===== config.mk =====
export PLATFORM = sky130hd
export DESIGN_NAME = fp_addsub_pipe
export DESIGN_NICKNAME = d
export VERILOG_FILES = /design/src/rtl/fp_addsub_pipe.sv
export SDC_FILE = /design/constraint.sdc
export NUM_CORES = 1
export LEC_CHECK = 0
export ABC_AREA = 1
export BUFFER_PORTS_ARGS = -buffer_cell sky130_fd_sc_hd__buf_4
export CAP_MARGIN = 20
export CORE_ASPECT_RATIO = 0.5
export CORE_MARGIN = 2
export CORE_UTILIZATION = 65
export CTS_CLUSTER_DIAMETER = 150
export DETAILED_ROUTE_END_ITERATION = 8
export PLACE_DENSITY = 0.83
export SYNTH_ARGS = -nofsm -noshare
export SYNTH_HDL_FRONTEND = slang
export SYNTH_SLANG_ARGS = --single-unit
export TNS_END_PERCENT = 1

===== constraint.sdc =====
create_clock -name clk_i -period 18.9 [get_ports clk_i]
set_clock_uncertainty 0.1 [all_clocks]
set_input_delay 3.78 -clock clk_i [delete_from_list [all_inputs] [get_ports clk_i]]
set_output_delay 3.78 -clock clk_i [all_outputs]
set_load 0.02 [all_outputs]

===== src/rtl/fp_addsub_pipe.sv =====
// fp_addsub_pipe: three-stage floating-point add/sub, max and min with
// valid/ready handshaking on both sides. Exponent 0 is treated as zero.
// S1 unpacks, compares and aligns; S2 adds or subtracts the mantissas;
// S3 normalises, packs and raises the {overflow, zero} flags.
module fp_addsub_pipe #(
  parameter  int EXP_W = 8,
  parameter  int MAN_W = 15,
  localparam int WIDTH = 1 + EXP_W + MAN_W
) (
  input  logic             clk_i,
  input  logic             rst_i,
  input  logic             valid_i,
  output logic             ready_o,
  input  logic [1:0]       op_i,
  input  logic [WIDTH-1:0] a_i,
  input  logic [WIDTH-1:0] b_i,
  output logic             valid_o,
  input  logic             ready_i,
  output logic [WIDTH-1:0] result_o,
  output logic [1:0]       flags_o
);

  typedef enum logic [1:0] {
    OP_ADD = 2'b00,
    OP_MAX = 2'b01,
    OP_MIN = 2'b10,
    OP_RSV = 2'b11
  } op_e;

  localparam int               SIG_W   = MAN_W + 1;
  localparam logic [EXP_W-1:0] MAX_SH  = EXP_W'(MAN_W + 1);
  localparam logic [EXP_W-1:0] EXP_MAX = '1;

  // Pipeline-wide advance: every stage moves together or holds together.
  logic adv;
  logic v1, v2, v3;

  assign adv     = !v3 || ready_i;
  assign ready_o = rst_i || adv;

  // ---------------- S1: unpack, compare, align ----------------
  op_e              op_s;
  logic             a_zero, b_zero, a_big, a_ge, a_eq, sub_n;
  logic [WIDTH-2:0] mag_a, mag_b;
  logic [WIDTH-1:0] big, sel_max, sel_min;
  logic [EXP_W-1:0] big_e, sml_e, diff;
  logic [MAN_W-1:0] sml_man;
  logic [SIG_W-1:0] big_sig, sml_sig;
  logic             byp_n;
  logic [WIDTH-1:0] byp_res_n;
  logic [1:0]       byp_fl_n;

  // Magnitude ordering, alignment, and the max/min/reserved results
  // (which skip the arithmetic stages entirely).
  always_comb begin
    op_s    = op_e'(op_i);
    a_zero  = a_i[WIDTH-2:MAN_W] == '0;
    b_zero  = b_i[WIDTH-2:MAN_W] == '0;
    mag_a   = a_zero ? '0 : a_i[WIDTH-2:0];
    mag_b   = b_zero ? '0 : b_i[WIDTH-2:0];
    a_big   = mag_a >= mag_b;
    big     = a_big ? a_i : b_i;
    big_e   = big[WIDTH-2:MAN_W];
    sml_e   = a_big ? (b_zero ? '0 : b_i[WIDTH-2:MAN_W])
                    : (a_zero ? '0 : a_i[WIDTH-2:MAN_W]);
    sml_man = a_big ? b_i[MAN_W-1:0] : a_i[MAN_W-1:0];
    big_sig = (big_e == '0) ? '0 : {1'b1, big[MAN_W-1:0]};
    sml_sig = (sml_e == '0) ? '0 : {1'b1, sml_man};
    diff    = big_e - sml_e;
    sml_sig = sml_sig >> diff;
    sub_n   = a_i[WIDTH-1] != b_i[WIDTH-1];

    // Signed ordering: sign first, then magnitude (reversed when negative).
    a_eq = !sub_n && (mag_a == mag_b);
    if (sub_n)             a_ge = b_i[WIDTH-1];
    else if (a_i[WIDTH-1]) a_ge = mag_a <= mag_b;
    else                   a_ge = mag_a >= mag_b;
    sel_max = a_ge ? a_i : b_i;
    sel_min = (!a_ge || a_eq) ? a_i : b_i;

    byp_n     = 1'b1;
    byp_res_n = '0;
    byp_fl_n  = 2'b00;
    case (op_s)
      OP_ADD: begin
        byp_n     = diff > MAX_SH;
        byp_res_n = big;
      end
      OP_MAX: begin
        byp_res_n = sel_max;
        byp_fl_n  = {1'b0, sel_max[WIDTH-2:MAN_W] == '0};
      end
      OP_MIN: begin
        byp_res_n = sel_min;
        byp_fl_n  = {1'b0, sel_min[WIDTH-2:MAN_W] == '0};
      end
      default: begin
        byp_res_n = '0;
        byp_fl_n  = 2'b00;
      end
    endcase
  end

  logic             byp1, sign1, sub1;
  logic [WIDTH-1:0] byp_res1;
  logic [1:0]       byp_fl1;
  logic [EXP_W-1:0] e1;
  logic [SIG_W-1:0] big_sig1, sml_sig1;

  // S1 register.
  always_ff @(posedge clk_i) begin
    if (rst_i) begin
      v1 <= 1'b0;
    end else if (adv) begin
      v1       <= valid_i;
      byp1     <= byp_n;
      byp_res1 <= byp_res_n;
      byp_fl1  <= byp_fl_n;
      sign1    <= big[WIDTH-1];
      sub1     <= sub_n;
      e1       <= big_e;
      big_sig1 <= big_sig;
      sml_sig1 <= sml_sig;
    end
  end

  // ---------------- S2: mantissa add/subtract ----------------
  logic             byp2, sign2;
  logic [WIDTH-1:0] byp_res2;
  logic [1:0]       byp_fl2;
  logic [EXP_W-1:0] e2;
  logic [SIG_W:0]   sum2;

  // S2 register; the larger magnitude is always the minuend.
  always_ff @(posedge clk_i) begin
    if (rst_i) begin
      v2 <= 1'b0;
    end else if (adv) begin
      v2       <= v1;
      byp2     <= byp1;
      byp_res2 <= byp_res1;
      byp_fl2  <= byp_fl1;
      sign2    <= sign1;
      e2       <= e1;
      sum2     <= sub1 ? ({1'b0, big_sig1} - {1'b0, sml_sig1})
                       : ({1'b0, big_sig1} + {1'b0, sml_sig1});
    end
  end

  // ---------------- S3: normalise, pack, flags ----------------
  logic [EXP_W+1:0] lz, e_ext, e_n;
  logic [MAN_W-1:0] man_n;
  logic [WIDTH-1:0] res_n;
  logic [1:0]       fl_n;

  // Leading-one detect, renormalise, then classify zero/overflow.
  always_comb begin
    lz = '0;
    for (int unsigned i = 0; i <= MAN_W; i++) begin
      if (sum2[i]) lz = (EXP_W + 2)'(MAN_W - i);
    end
    e_ext = {2'b00, e2};
    if (sum2[SIG_W]) begin
      man_n = sum2[MAN_W:1];
      e_n   = e_ext + (EXP_W + 2)'(1);
    end else begin
      man_n = sum2[MAN_W-1:0] << lz;
      e_n   = e_ext - lz;
    end

    if (byp2) begin
      res_n = byp_res2;
      fl_n  = byp_fl2;
    end else if (sum2 == '0 || e_n[EXP_W+1] || e_n == '0) begin
      res_n = '0;
      fl_n  = 2'b01;
    end else if (e_n >= {2'b00, EXP_MAX}) begin
      res_n = {sign2, EXP_MAX, {MAN_W{1'b0}}};
      fl_n  = 2'b10;
    end else begin
      res_n = {sign2, e_n[EXP_W-1:0], man_n};
      fl_n  = 2'b00;
    end
  end

  // S3 register drives the outputs directly; data only loads behind a valid.
  always_ff @(posedge clk_i) begin
    if (rst_i) begin
      v3       <= 1'b0;
      result_o <= '0;
      flags_o  <= '0;
    end else if (adv) begin
      v3 <= v2;
      if (v2) begin
        result_o <= res_n;
        flags_o  <= fl_n;
      end
    end
  end

  assign valid_o = v3;

endmodule


==> impl_metrics.tcl <==
set metrics [dict create \
    hold_viol 0 \
    yosys_register_bits 149 \
    ys_types 51 \
    start_util 0.665 \
    arrival_ns 9.44 \
    placed_area_um2 11500 \
    cp_max_fo 81 \
    drive_gt1_frac 0.0999 \
    grt_max_degree 82 \
    fin_nets 1604 \
    endpoint_kind "flip-flop" \
    maxCapViolations 0 \
    slew_headroom 0.260 \
    grt_pass1_wl_mm 50.9 \
    multi_input_area_um2 5740 \
    cts_buffer_depth 2 \
    synthFlopType "edfxtp_1" \
    drv_slew 0 \
    clock_latency_ns 0.43 \
    synth_top_area_share 0.332 \
    die_h_um 95.4 \
    io_buffers 81 \
    drt_iter0_drc 1554 \
    synth_edf_count 120 \
    tns_ns 0 \
    die-area_um2 17800 \
    fillerInstances 1201 \
    clock_sinks 149 \
    post_cts_buffers 0 \
    grt_pass1_vias 9526 \
    worstMarginPinSlew_ns 1.10 \
    synth.yosys.seq_area_share 0.385 \
    min_path_type "reg2reg" \
    final_cell_mix "nand2_1, inv_1, nand3_1, edfxtp_1, a21oi_1" \
    irDropWorstVdd_v 0.0000773 \
    fmax_ghz 0.107 \
    postCtsHoldBufs 0 \
    timing.final.crit_share 0.495 \
    drt-total-wl_mm 32.4 \
    rsz0062_at_grt "no" \
    p_leak_nw 5.41 \
    synth_area_leaders "edfxtp_1, nand2_1, ha_1, nand3_1, dfxtp_1" \
    cts_tree "built" \
    p_per_area_nw_per_um2 113 \
    yosysTopAreaCell "edfxtp_1" \
    grt-ovfl-total 0 \
    setup_viol 0 \
    place_congestion 1.00 \
    finalWorstSetupSlack_ns 9.55 \
    area.sequential_um2 4180 \
    h-tree-depth 4 \
    core_area_um2 16400 \
    cts.clk_slew.worst_paths_ns 0.06 \
    cts-root-buf "clkbuf_16" \
    dp_slack_ns 8.80 \
    firstDrtPassIters 8 \
    total_power_mw 1.37 \
    area_delta_synth_final_pct 11.2 \
    io-pin-count 82 \
    place_hpwl_mm 23.7 \
    worstSetupStartpointType "primary input" \
    cts_made_buffers 17 \
    async_reset_ff_frac 0 \
    outcome "complete, no violations" \
    drc 0 \
    ant_nets 0 \
    syn_area_um2 10900 \
    viasPerCell 6.26 \
    final_common_cell "nand2_1" \
    final_area_um2 12100 \
    syn_inst 1451 \
    antenna_cells 0 \
    crit_type "in2reg" \
    synth_area_per_cell_um2 7.49 \
    vias 10800 \
    final_util 0.739 \
    grt.total_usage 0.368 \
    fp.dieW_um 187 \
    fin_crit_ns 9.35 \
    yosysWarnings 0 \
    syn_nets 1566 \
    wire_per_inst_um 18.7 \
    num_rows 33 \
    cts_resized 0 \
    required_ns 18.98 \
    antenna_found_initial 0 \
]
==> flip-flops by register name, indices dropped and copies added, names as in the netlist, 2 cells and up <==
signal	count
e2	8
result_o	24
byp_res2	24
sum2	17
flags_o	2
big_sig1	16
sml_sig1	16
e1	8
byp_res1	24
==> area by class of cell <==
| type | instances | share of cell area |
|---|---|---|
| clock buffer | 17 | 0.0352 |
| clock inverter | 14 | 0.0121 |
| inverter | 165 | 0.0513 |
| multi-input combinational | 1068 | 0.475 |
| sequential | 149 | 0.346 |
| tap | 227 | 0.0235 |
| timing repair buffer | 88 | 0.0567 |
==> critical path, cell delays in order <==
cell	delay (ns)
buf_4	0.13
nor4_1	0.27
nand4_1	0.19
inv_1	0.36
nor2_1	0.09
ha_1	0.32
a21oi_1	0.17
o21ai_1	0.08
nand2_1	0.07
nand2_1	0.05
nand2_1	0.09
nand4_4	0.74
inv_2	0.48
nand2_1	0.08
o21ai_1	0.14
ha_1	0.18
inv_1	0.05
fa_1	0.89
clkinv_1	0.61
nand4_1	0.32
nand3_1	0.10
nand2_1	0.06
inv_1	0.04
nand2_1	0.06
nand2_1	0.05
==> per-stage QoR <==
stage / hold slack, ns / cells
after global placement: 0.301 / 1695
after floorplan: 0.300 / 1451
after detailed placement: 0.305 / 1695
after global routing: 0.320 / 1728
final: 0.318 / 1728
after CTS: 0.317 / 1726
==> power breakdown <==
group | leakage [nW] | switching (mW) | total (mW) | internal [mW]
Clock | 0.279 | 0.150 | 0.335 | 0.185
Combinational | 3.72 | 0.393 | 0.581 | 0.189
Sequential | 1.42 | 0.0341 | 0.452 | 0.418
==> logic make-up (layout without fill, tap and decap cells) <==
group                      Yosys count  after routing  synth area share
xor gates and xnor gates            39             39            0.0314
DFF                                149            149             0.385
muxes                                1              1          0.000921
buffers and inverters              234            284            0.0877
adders and majority gates           61             61            0.0723
and+or+nand+nor                    647            647             0.260
AOI/OAI and AO/OA                  320            320             0.162
==> final timing paths <==
check,startpoint,end,slack (ns),depth (start not counted)
setup / recovery,a_i[16],sml_sig1[4]$_SDFFCE_PN0P_,9.55,25
hold / removal,e1[1]$_DFFE_PP_,e2[1]$_DFFE_PP_,0.32,0
setup reg to reg,sum2[3]$_DFFE_PP_,result_o[14]$_SDFFE_PP0P_,13.55,25
hold reg to reg,e1[1]$_DFFE_PP_,e2[1]$_DFFE_PP_,0.32,0
==> per-layer routing <==
layer  routed length, um  vias to the layer above  share of wire  track usage
met5                   0                        -              0            0
met2               13800                      813           0.43        0.576
met4                 688                        0          0.021       0.0813
li1                    -                     5028              -            -
met1               13400                     4888           0.41        0.535
met3                4480                       96           0.14       0.0662
==> synthesized netlist by cell type, types with 5 or more instances <==
library cell	n
nor3_1	15
nand2_1	345
o211ai_1	24
inv_1	153
dfxtp_1	29
nand4_1	28
nor2_1	96
buf_6	5
a31oi_1	21
edfxtp_1	120
ha_1	58
o21ai_1	34
nor4_1	5
inv_2	6
a21oi_1	113
clkinv_1	6
o21ai_0	105
buf_2	18
nand3_1	130
xnor2_1	16
xor2_1	23
clkbuf_1	38
(Power assumes the default switching activity.)
